$ cat src/rtl/uart_rx.sv
// uart_rx: oversampling asynchronous serial receiver.
//
// Recovers 8N1 / 8E1 / 8O1 frames: a start bit, 8 data bits LSB first, an optional
// parity bit and one stop bit. Each bit is sampled three times around its middle
// and resolved by a 2-of-3 majority vote. Each error-free byte is presented on P_DATA
// together with a one-cycle data_valid pulse.
//
// Ports:
//   CLK        oversampling clock, Prescale cycles per bit
//   RST        asynchronous active-low reset
//   Prescale   clocks per bit (even, 8..32)
//   RX_IN      serial line, idles high
//   PAR_EN     1: a parity bit follows the data bits
//   PAR_TYP    0: even parity, 1: odd parity
//   P_DATA     last byte received without error
//   data_valid one-cycle pulse when P_DATA is updated
module uart_rx #(
    parameter int unsigned PRESCALE_WIDTH = 6
) (
    input  logic                      CLK,
    input  logic                      RST,
    input  logic [PRESCALE_WIDTH-1:0] Prescale,
    input  logic                      RX_IN,
    input  logic                      PAR_EN,
    input  logic                      PAR_TYP,
    output logic [7:0]                P_DATA,
    output logic                      data_valid
);

    typedef enum logic [2:0] {
        StIdle,
        StStart,
        StData,
        StParity,
        StStop
    } state_t;

    state_t                      state_q;
    logic [PRESCALE_WIDTH-1:0]   edge_cnt_q;
    logic [2:0]                  bit_cnt_q;
    logic [7:0]                  shift_q;
    logic [2:0]                  samples_q;
    logic                        par_err_q;
    logic                        stop_err_q;

    logic [PRESCALE_WIDTH-1:0]   half;
    logic [PRESCALE_WIDTH-1:0]   smp_lo;
    logic [PRESCALE_WIDTH-1:0]   smp_mid;
    logic [PRESCALE_WIDTH-1:0]   smp_hi;
    logic [PRESCALE_WIDTH-1:0]   dec_pt;
    logic [PRESCALE_WIDTH-1:0]   exit_pt;
    logic                        bit_end;
    logic                        is_dec;
    logic                        majority;
    logic                        par_exp;

    always_comb begin
        half     = Prescale >> 1;
        smp_lo   = half - PRESCALE_WIDTH'(1);
        smp_mid  = half;
        smp_hi   = half + PRESCALE_WIDTH'(1);
        dec_pt   = half + PRESCALE_WIDTH'(2);
        exit_pt  = half + PRESCALE_WIDTH'(3);
        bit_end  = (edge_cnt_q == (Prescale - PRESCALE_WIDTH'(1)));
        is_dec   = (edge_cnt_q == dec_pt);
        majority = (samples_q[0] & samples_q[1]) | (samples_q[0] & samples_q[2]) |
                   (samples_q[1] & samples_q[2]);
        par_exp  = PAR_TYP ? ~(^shift_q) : ^shift_q;
    end

    always_ff @(posedge CLK or negedge RST) begin
        if (!RST) begin
            state_q    <= StIdle;
            edge_cnt_q <= '0;
            bit_cnt_q  <= '0;
            shift_q    <= '0;
            samples_q  <= '0;
            par_err_q  <= 1'b0;
            stop_err_q <= 1'b0;
            P_DATA     <= '0;
            data_valid <= 1'b0;
        end else begin
            data_valid <= 1'b0;

            if (state_q != StIdle) begin
                if (edge_cnt_q == smp_lo)  samples_q[0] <= RX_IN;
                if (edge_cnt_q == smp_mid) samples_q[1] <= RX_IN;
                if (edge_cnt_q == smp_hi)  samples_q[2] <= RX_IN;
                edge_cnt_q <= bit_end ? '0 : edge_cnt_q + PRESCALE_WIDTH'(1);
            end

            unique case (state_q)
                StIdle: begin
                    edge_cnt_q <= '0;
                    if (!RX_IN) begin
                        // The cycle that sees the falling edge is count 0 of the start bit.
                        state_q    <= StStart;
                        edge_cnt_q <= PRESCALE_WIDTH'(1);
                        par_err_q  <= 1'b0;
                        stop_err_q <= 1'b0;
                    end
                end
                StStart: begin
                    if (is_dec && majority) begin
                        // Start bit did not hold low: treat as a glitch.
                        state_q    <= StIdle;
                        edge_cnt_q <= '0;
                    end else if (bit_end) begin
                        state_q   <= StData;
                        bit_cnt_q <= '0;
                    end
                end
                StData: begin
                    if (is_dec) shift_q <= {majority, shift_q[7:1]};
                    if (bit_end) begin
                        if (bit_cnt_q == 3'd7) begin
                            state_q <= PAR_EN ? StParity : StStop;
                        end else begin
                            bit_cnt_q <= bit_cnt_q + 3'd1;
                        end
                    end
                end
                StParity: begin
                    if (is_dec) par_err_q <= (majority != par_exp);
                    if (bit_end) state_q <= StStop;
                end
                StStop: begin
                    if (is_dec) begin
                        stop_err_q <= ~majority;
                        if (!par_err_q && majority) begin
                            P_DATA     <= shift_q;
                            data_valid <= 1'b1;
                        end
                    end else if (edge_cnt_q == exit_pt) begin
                        // Leave mid-stop-bit so a following start bit is never missed.
                        if (!RX_IN) begin
                            state_q    <= StStart;
                            edge_cnt_q <= PRESCALE_WIDTH'(1);
                            par_err_q  <= 1'b0;
                            stop_err_q <= 1'b0;
                        end else begin
                            state_q    <= StIdle;
                            edge_cnt_q <= '0;
                        end
                    end
                end
                default: begin
                    state_q    <= StIdle;
                    edge_cnt_q <= '0;
                end
            endcase
        end
    end

endmodule

$ cat config.mk
export PLATFORM = sky130hd
export DESIGN_NAME = uart_rx
export DESIGN_NICKNAME = d
export VERILOG_FILES = /design/src/rtl/uart_rx.sv
export SDC_FILE = /design/constraint.sdc
export NUM_CORES = 1
export LEC_CHECK = 0
export BUFFER_PORTS_ARGS = -buffer_cell sky130_fd_sc_hd__buf_2
export CORE_UTILIZATION = 40
export DETAILED_ROUTE_END_ITERATION = 7
export HOLD_SLACK_MARGIN = 0.1
export MAX_ROUTING_LAYER = met4
export SYNTH_ARGS = -nofsm -noshare
export SYNTH_HDL_FRONTEND = slang
export SYNTH_SLANG_ARGS = --single-unit
$ cat constraint.sdc
create_clock -name CLK -period 6.6 [get_ports CLK]
set_clock_uncertainty 0.2 [all_clocks]
set_input_delay 1.32 -clock CLK [delete_from_list [all_inputs] [get_ports CLK]]
set_output_delay 1.32 -clock CLK [all_outputs]
set_load 0.01 [all_outputs]
==> out/results.ini, run 1 <==
[status]
status = finished clean

[clocking]
post-cts-setup-buffer-count = 0
htree_levels = 2
clock_path_buffers = 2
root_buffer = clkbuf_8
cts_repair_resize_count = 0
clock_latency_ns = 0.28
ctsHoldBuffers = 0
cts_tree = done
cts.sinks = 33
numCtsBuffers = 5
cts.clk_slew.worst_paths_ns = 0.07

[yosys]
syn_nets = 250
syn-cell-area_mm2 = 0.00233
synth_cell_types = 55
yosys_warnings = 0
seq_area_frac_synth_pct = 35.4
syn_area_per_cell_um2 = 10.2
synthCells = 228
async_flop_share_pct = 100
ys_ff_latch = 33
synth_top_flop_cell = dfrtp_1
synth-edff-count = 0

[global_routing]
track_usage_pct = 17.0
grt_max_degree = 34
grt-ovfl-total = 0
grt_pass1_vias = 1638
antenna_found_initial = 0
grt_pass1_wl_um = 7920

[floorplanning]
die_y_um = 78.4
die_x_um = 78.4
coreArea_mm2 = 0.00557
die_area_mm2 = 0.00614
top_level_ports = 20
core.rowCount = 27
initial_utilization_pct = 41.8

[timing]
relSlewSlack_pct = 45.1
setup_slack_ns = 3.11
setup_viol = 0
whs_ns = 0.303
fmax_ghz = 0.286
worst_slew_pin_slew_ns = 0.817
setup_tns_ns = 0
rsz0062_at_grt = no
fin_crit_ns = 3.49
slew_violations = 0
fin_crit_sh_pct = 52.9
hold_violations = 0

[detailed_routing]
dr.pass1.iters = 4
drt.antenna.violating_nets = 0
vias_per_cell = 5.11
wl_per_cell_um = 14.0
drc = 0
drt_iter0_markers = 65
vias = 1620
routed_wl_um = 4430

[finish]
multi_input_area_mm2 = 0.00140
regArea_um2 = 826
nets = 266
fin_area_mm2 = 0.00253
layout-drive-gt1-share_pct = 23.3
diodes = 0
fillers = 544
syn_to_final_growth_pct = 8.53

[worst_hold_path]
holdPathStages = 1
hp-class = reg -> reg
hold_start = P_DATA[6]$_DFFE_PN0P_

[setup_path]
cpMaxStageDelayCell = nor4_4
r2r_start = edge_cnt_q[0]$_DFF_PN0_
crit_fanout = 12
cp_data_required_time_ns = 6.57
cp.arrival_ns = 3.46
slowest_delay_ns = 0.50
end_kind = flop
critPathLaunchType = input pin
r2r_cells = 5
critical_path_class = in -> reg
crit_chain = buf_2 > ha_1 > o21ba_2 > a221oi_2 > o211ai_2 > nor4_4 > mux2_2
cp-startpoint = Prescale[3]

[flow_run]
max_cap_violations = 0

[place]
place_area_mm2 = 0.00245
preCtsSetupSlack_ns = 2.78
hpwlAfterDp_um = 3290
port_buffers = 19
gp_congestion = 0.829

[power_and_ir_drop]
leakagePower_nw = 1.15
p_per_area_mw_per_mm2 = 291
power_mw = 0.737
irDropWorstVdd_mv = 0.153

[sequential cells by signal, summed over array words and instances (netlist names)]
signal      count
data_valid      1
par_err_q       1
shift_q         8
state_q         3
edge_cnt_q      6
samples_q       3
bit_cnt_q       3
P_DATA          8
[logic make-up after synthesis]
logic type | after synthesis | share of synthesized area, %
AOI/OAI and AO/OA | 35 | 10.5
xor gates and xnor gates | 39 | 15.8
adders and majority gates | 12 | 6.33
buffers and inverters | 19 | 4.40
DFF | 33 | 35.4
muxes | 20 | 9.55
and+or+nand+nor | 70 | 18.0
[cell usage in the layout, fill, tap and decap left out, types with 5 or more instances in the layout]
| cell | Yosys | final |
|---|---|---|
| buf_2 | 3 | 19 |
| o21ai_0 | 10 | 10 |
| ha_1 | 11 | 11 |
| dfrtp_1 | 33 | 33 |
| inv_1 | 9 | 9 |
| nand2_1 | 13 | 13 |
| clkbuf_8 | 2 | 5 |
| a21oi_1 | 7 | 7 |
| mux2_2 | 18 | 18 |
| nor2_1 | 20 | 20 |
| xnor2_1 | 23 | 23 |
| xor2_1 | 14 | 14 |
[power breakdown]
group | total [mW] | switching [mW] | internal (mW) | leakage (nW)
clock network | 0.144 | 0.0715 | 0.0730 | 0.0450
registers | 0.306 | 0.0646 | 0.241 | 0.437
logic | 0.287 | 0.150 | 0.137 | 0.669
[per-stage QoR]
step | utilization (%) | cells
after floorplan | - | 228
after global placement | 43.9 | 309
after detailed placement | 43.9 | 309
after CTS | 45.4 | 317
after global routing | 45.4 | 317
final | 45.4 | 317
[routing by layer]
layer,wire length (µm),track usage (%),up-vias
met3,120,3.14,6
met4,52,5.00,0
met5,0,-,-
li1,-,-,826
met2,2140,27.9,22
met1,2120,21.5,766
[area by class of cell]
class,instances,area share [%]
Multi-Input combinational cell,176,55.5
Clock buffer,6,2.87
Tap cell,72,3.56
Sequential cell,33,32.6
Timing Repair Buffer,19,3.76
Inverter,9,1.33
Clock inverter,2,0.395
[path summary, 6_finish.rpt]
| kind | endpoint | slack, ns |
|---|---|---|
| setup / recovery | P_DATA[1]$_DFFE_PN0P_ | 3.11 |
| min in group asynchronous | bit_cnt_q[1]$_DFFE_PN0P_ | 0.90 |
| hold reg to reg | P_DATA[6]$_DFFE_PN0P_ | 0.30 |
| setup reg to reg | P_DATA[1]$_DFFE_PN0P_ | 4.06 |
| max in group asynchronous | edge_cnt_q[2]$_DFF_PN0_ | 4.84 |
| hold / removal | P_DATA[6]$_DFFE_PN0P_ | 0.30 |
[cell usage after synthesis (2+ instances only)]
| cell type | instances | area share (%) |
|---|---|---|
| a21boi_0 | 2 | 0.64 |
| a21oi_1 | 7 | 1.5 |
| and2_1 | 2 | 0.54 |
| buf_2 | 3 | 0.64 |
| clkbuf_1 | 4 | 0.64 |
| clkbuf_8 | 2 | 1.2 |
| dfrtp_1 | 33 | 35 |
| ha_1 | 11 | 5.9 |
| inv_1 | 9 | 1.4 |
| mux2_2 | 18 | 8.7 |
| mux2i_1 | 2 | 0.86 |
| nand2_1 | 13 | 2.1 |
| nand2b_1 | 3 | 0.80 |
| nand3_1 | 3 | 0.64 |
| nand3b_1 | 3 | 0.97 |
| nand4_1 | 3 | 0.80 |
| nor2_1 | 20 | 3.2 |
| nor2b_1 | 3 | 0.80 |
| nor3_1 | 4 | 0.86 |
| nor3b_1 | 3 | 0.97 |
| o21a_1 | 2 | 0.64 |
| o21ai_0 | 10 | 2.1 |
| xnor2_1 | 23 | 8.6 |
| xor2_1 | 14 | 5.3 |
[worst max-delay path, delay by kind of cell]
family,cells,cell delay (ns)
mux,1,0.41
fa+ha+maj,1,0.27
buf+inv,1,0.19
simple gates,1,0.50
compound gates,3,0.76
Power figures use the tool's default switching activity.
==> inputs of run 2 (changes only) <==
- clock period: 6.6 -> 2.9 ns (I/O delays scaled with it)
==> run 2 against run 1 <==
Net effect:
- register-to-register slack lost 3.6 ns
- sequential power grew 130%
- core utilization grew 1.1 points
- sequential share of layout area shrank 0.76 points
- critical path type unchanged
- largest power group unchanged
==> out/results.ini, run 2 (synthesis results as in run 1) <==
[status]
status = finished clean

[detailed_routing]
drt.antenna.violating_nets = 0
vias_per_cell = 5.05
vias = 1642
wl_per_cell_um = 13.7
dr.pass1.iters = 4
routed_wl_um = 4450
drc = 0
drt_iter0_markers = 83

[timing]
relSlewSlack_pct = 50.8
fin_crit_sh_pct = 88.8
setup_tns_ns = 0
slew_violations = 0
rsz0062_at_grt = no
setup_viol = 0
hold_violations = 0
fmax_ghz = 0.389
fin_crit_ns = 2.57
worst_slew_pin_slew_ns = 0.738

[place]
hpwlAfterDp_um = 3370
gp_congestion = 0.847
port_buffers = 19

[global_routing]
grt-ovfl-total = 0
grt_max_degree = 34
track_usage_pct = 16.6
grt_pass1_wl_um = 7690
antenna_found_initial = 0
grt_pass1_vias = 1609

[finish]
final_cell_mix = dfrtp_1 (33), xnor2_1 (23), nor2_1 (20)
fillers = 553
top_regs = P_DATA: 8 flops, shift_q: 8 flops, edge_cnt_q: 6 flops
final_common_cell = dfrtp_1
layout-drive-gt1-share_pct = 25.7
diodes = 0
nets = 274
syn_to_final_growth_pct = 11.1

[power_and_ir_drop]
p_int_mw = 1.06
leakagePower_nw = 1.19
irDropWorstVdd_mv = 0.341
power_switching_mw = 0.658
share_seq_of_total_power_pct = 40.6
combPwrFrac_pct = 40.2
power_mw = 1.71
clkPwrFrac_pct = 19.3
p_per_area_mw_per_mm2 = 661
swShare_pct = 38.4

[clocking]
numCtsBuffers = 5
cts.clk_slew.worst_paths_ns = 0.07
htree_levels = 2
post-cts-setup-buffer-count = 0
cts.sinks = 33
clock_path_buffers = 2
ctsHoldBuffers = 0
cts_tree = done
root_buffer = clkbuf_8
cts_repair_resize_count = 0
clock_latency_ns = 0.28

[floorplanning]
die_y_um = 78.4
die_x_um = 78.4
core.rowCount = 27
coreArea_mm2 = 0.00557
die_area_mm2 = 0.00614
top_level_ports = 20
initial_utilization_pct = 41.8

[setup_path]
cp.arrival_ns = 2.54
end_kind = flop
r2r_slack_ns = 0.48
r2r_cells = 6
critical_path_class = in -> reg
critPathLaunchType = input pin
cp_data_required_time_ns = 2.87
crit_fanout = 9

[worst_hold_path]
hp-class = in -> async

[flow_run]
max_cap_violations = 0

[run 2: changes by cell type in the layout (fill, tap and decap cells not counted), sizes merged]
cell,change
buf,+8
[run 2: final cells by class]
type	instances	area (µm²)	area share, %
multi-input combinational	176	1400	54.2
clock buffer	6	72.6	2.80
tap	72	90.1	3.48
timing repair buffer	27	155	5.99
inverter	9	33.8	1.30
sequential	33	826	31.9
clock inverter	2	10.0	0.386
[run 2: critical path, stage by stage]
cell	delay, ns
buf_2	0.13
buf_4	0.18
ha_1	0.19
a21oi_1	0.23
xor2_1	0.10
or4b_4	0.57
o21ai_0	0.26
a21bo_2	0.24
nor2_1	0.06
[run 2: final timing paths]
| kind | start | endpoint |
|---|---|---|
| setup / recovery | Prescale[3] | edge_cnt_q[2]$_DFF_PN0_ |
| hold reg to reg | P_DATA[4]$_DFFE_PN0P_ | P_DATA[4]$_DFFE_PN0P_ |
| setup reg to reg | edge_cnt_q[3]$_DFF_PN0_ | edge_cnt_q[2]$_DFF_PN0_ |
| hold / removal | RST | state_q[1]$_DFFE_PN0P_ |
| max in group asynchronous | RST | shift_q[0]$_DFFE_PN0P_ |
| min in group CLK | P_DATA[4]$_DFFE_PN0P_ | P_DATA[4]$_DFFE_PN0P_ |
[run 2: metrics by stage]
| stage | util, % | hold WS, ns | setup WS (ns) | area (µm²) | std cells |
|---|---|---|---|---|---|
| finish | 46.5 | 0.163 | 0.326 | 2590 | 325 |
| floorplan | - | 0.0844 | 0.251 | 2330 | 228 |
| global route | 46.5 | 0.233 | 0.220 | 2590 | 325 |
| CTS | 46.5 | 0.193 | 0.323 | 2590 | 325 |
| global placement | 45.0 | 0.285 | 0.0277 | 2510 | 317 |
| detailed placement | 45.0 | 0.291 | 0.0249 | 2510 | 317 |
[run 2: power groups by stage]
stage | clock, mW | sequential [mW] | combinational, mW
after floorplan | 0 | 0.616 | 0.615
after global placement | 0 | 0.703 | 0.682
after detailed placement | 0 | 0.704 | 0.691
after CTS | 0.343 | 0.696 | 0.696
after global routing | 0.362 | 0.714 | 0.787
final | 0.330 | 0.696 | 0.688
[run 2: layer usage]
layer	vias to the layer above	GRT usage, %	part of all wire (%)
li1	837	-	-
met1	783	21.8	49
met2	18	26.7	48
met3	4	2.91	2.0
met4	0	4.26	0.65
met5	-	-	0
==> inputs of run 3 (changes only) <==
- BUFFER_PORTS_ARGS: -buffer_cell sky130_fd_sc_hd__buf_2 -> -buffer_cell sky130_fd_sc_hd__buf_4
- clock period: 2.9 -> 2.3 ns (I/O delays scaled with it)
==> run 3 against run 2 <==
Net effect:
- the run now ends with negative setup slack left
- register-to-register slack got worse by 0.45 ns
- combinational power rose by 77%
- non-clock buffer count is 39 higher
- core utilization grew 10 points
- largest cell class unchanged
- largest power group is now combinational cells
==> out/results.ini, run 3 (synthesis results as in run 1) <==
[status]
status = complete, but fails checks
violations = negative setup slack

[place]
port_buffers = 19
hpwlAfterDp_um = 3910
gp_congestion = 0.813

[setup_path]
end_kind = flop
critPathLaunchType = input pin
crit_fanout = 5
cp.arrival_ns = 2.30
critical_path_class = in -> reg
cp_data_required_time_ns = 2.27

[global_routing]
grt_pass1_vias = 1827
antenna_found_initial = 0
grt_max_degree = 34
track_usage_pct = 19.0
grt-ovfl-total = 0
grt_pass1_wl_um = 8630

[power_and_ir_drop]
power_switching_mw = 0.916
combPwrFrac_pct = 46.8
power_mw = 2.61
p_int_mw = 1.69
leakagePower_nw = 1.43
swShare_pct = 35.2
clkPwrFrac_pct = 21.6
share_seq_of_total_power_pct = 31.6
irDropWorstVdd_mv = 0.419
p_per_area_mw_per_mm2 = 824

[finish]
top_regs = P_DATA: 8 flops, shift_q: 8 flops, edge_cnt_q: 6 flops
diodes = 0
layout-drive-gt1-share_pct = 41.1
syn_to_final_growth_pct = 35.6
final_common_cell = buf_4
nets = 313
final_cell_mix = buf_4 (61), dfrtp_1 (33), xnor2_1 (22)
fin_util_pct = 56.7

[timing]
relSlewSlack_pct = 66.2
fin_crit_sh_pct = 101
setup_viol = 2
slew_violations = 0
rsz0062_at_grt = yes
fmax_ghz = 0.430
hold_violations = 0
setup_slack_ns = -0.0260
fin_crit_ns = 2.33
worst_slew_pin_slew_ns = 0.506

[detailed_routing]
dr.pass1.iters = 4
drt_iter0_markers = 51
drc = 0
vias_per_cell = 5.02
wl_per_cell_um = 14.4
drt.antenna.violating_nets = 0
vias = 1829
routed_wl_um = 5260

[clocking]
cts.sinks = 33
numCtsBuffers = 5
htree_levels = 2
clock_path_buffers = 2
cts_tree = done
cts.clk_slew.worst_paths_ns = 0.07
root_buffer = clkbuf_8
clock_latency_ns = 0.29

[floorplanning]
coreArea_mm2 = 0.00557
top_level_ports = 20
initial_utilization_pct = 41.8
die_x_um = 78.4
core.rowCount = 27
die_area_mm2 = 0.00614
die_y_um = 78.4

[worst_hold_path]
hp-class = in -> reg

[flow_run]
max_cap_violations = 0

## run 3: power groups by stage
stage / registers, mW / logic, mW / clock network (mW)
floorplan: 0.776 / 0.800 / 0
global placement: 0.829 / 1.12 / 0
detailed placement: 0.834 / 1.13 / 0
CTS: 0.823 / 1.14 / 0.579
global route: 0.840 / 1.36 / 0.607
finish: 0.823 / 1.22 / 0.564
## run 3: per-layer routing
| layer | global-route usage (%) | vias to the layer above | routed length, µm |
|---|---|---|---|
| li1 | - | 917 | - |
| met1 | 23.7 | 873 | 2480 |
| met2 | 31.3 | 31 | 2540 |
| met3 | 2.21 | 8 | 130 |
| met4 | 7.78 | 0 | 104 |
| met5 | - | - | 0 |
## run 3: what timing repair did
action	4_1_cts	5_1_grt
buffers inserted	0	1
hold buffers	1	0
gates resized for setup	4	29
endpoints found under the hold margin	33	0
pin swaps	1	9
endpoints found under the setup margin	6	26
## run 3: cell type report
class	instances	area [µm²]
fillers	492	2410
multi-input cells	176	1570
flip-flops and latches	33	826
repair buffers	66	526
well taps	72	90.1
clock buffers	7	86.3
inverters	9	37.5
clock inverters	1	30.0
## run 3: final timing paths
path	from	endpoint	slack [ns]	cells after the start
min in group asynchronous	RST	bit_cnt_q[1]$_DFFE_PN0P_	0.45	2
min	RX_IN	samples_q[0]$_DFFE_PN0P_	0.26	2
max reg2reg	edge_cnt_q[2]$_DFF_PN0_	edge_cnt_q[0]$_DFF_PN0_	0.03	6
max in group asynchronous	RST	edge_cnt_q[5]$_DFF_PN0_	1.13	2
min reg2reg	P_DATA[3]$_DFFE_PN0P_	P_DATA[3]$_DFFE_PN0P_	0.31	1
max	Prescale[2]	edge_cnt_q[0]$_DFF_PN0_	-0.03	9
## run 3: through the flow
stage / TNS [ns] / setup WS (ns) / hold WS, ns / std cells / instance area [µm²]
floorplan: -0.746 / -0.0926 / -0.0356 / 228 / 2390
global placement: -7.21 / -0.321 / 0.235 / 354 / 2890
detailed placement: -7.99 / -0.330 / 0.236 / 354 / 2890
CTS: 0 / 0.00361 / 0.250 / 363 / 3030
global route: -0.527 / -0.0970 / 0.261 / 364 / 3160
finish: -0.0297 / -0.0260 / 0.260 / 364 / 3160
## run 3: critical path: stages
cell,delay (ns)
buf_8,0.09
clkinvlp_4,0.18
ha_4,0.23
nand3b_1,0.16
xor2_1,0.15
or4b_4,0.60
o21a_4,0.26
a21oi_2,0.10
o21ai_1,0.07
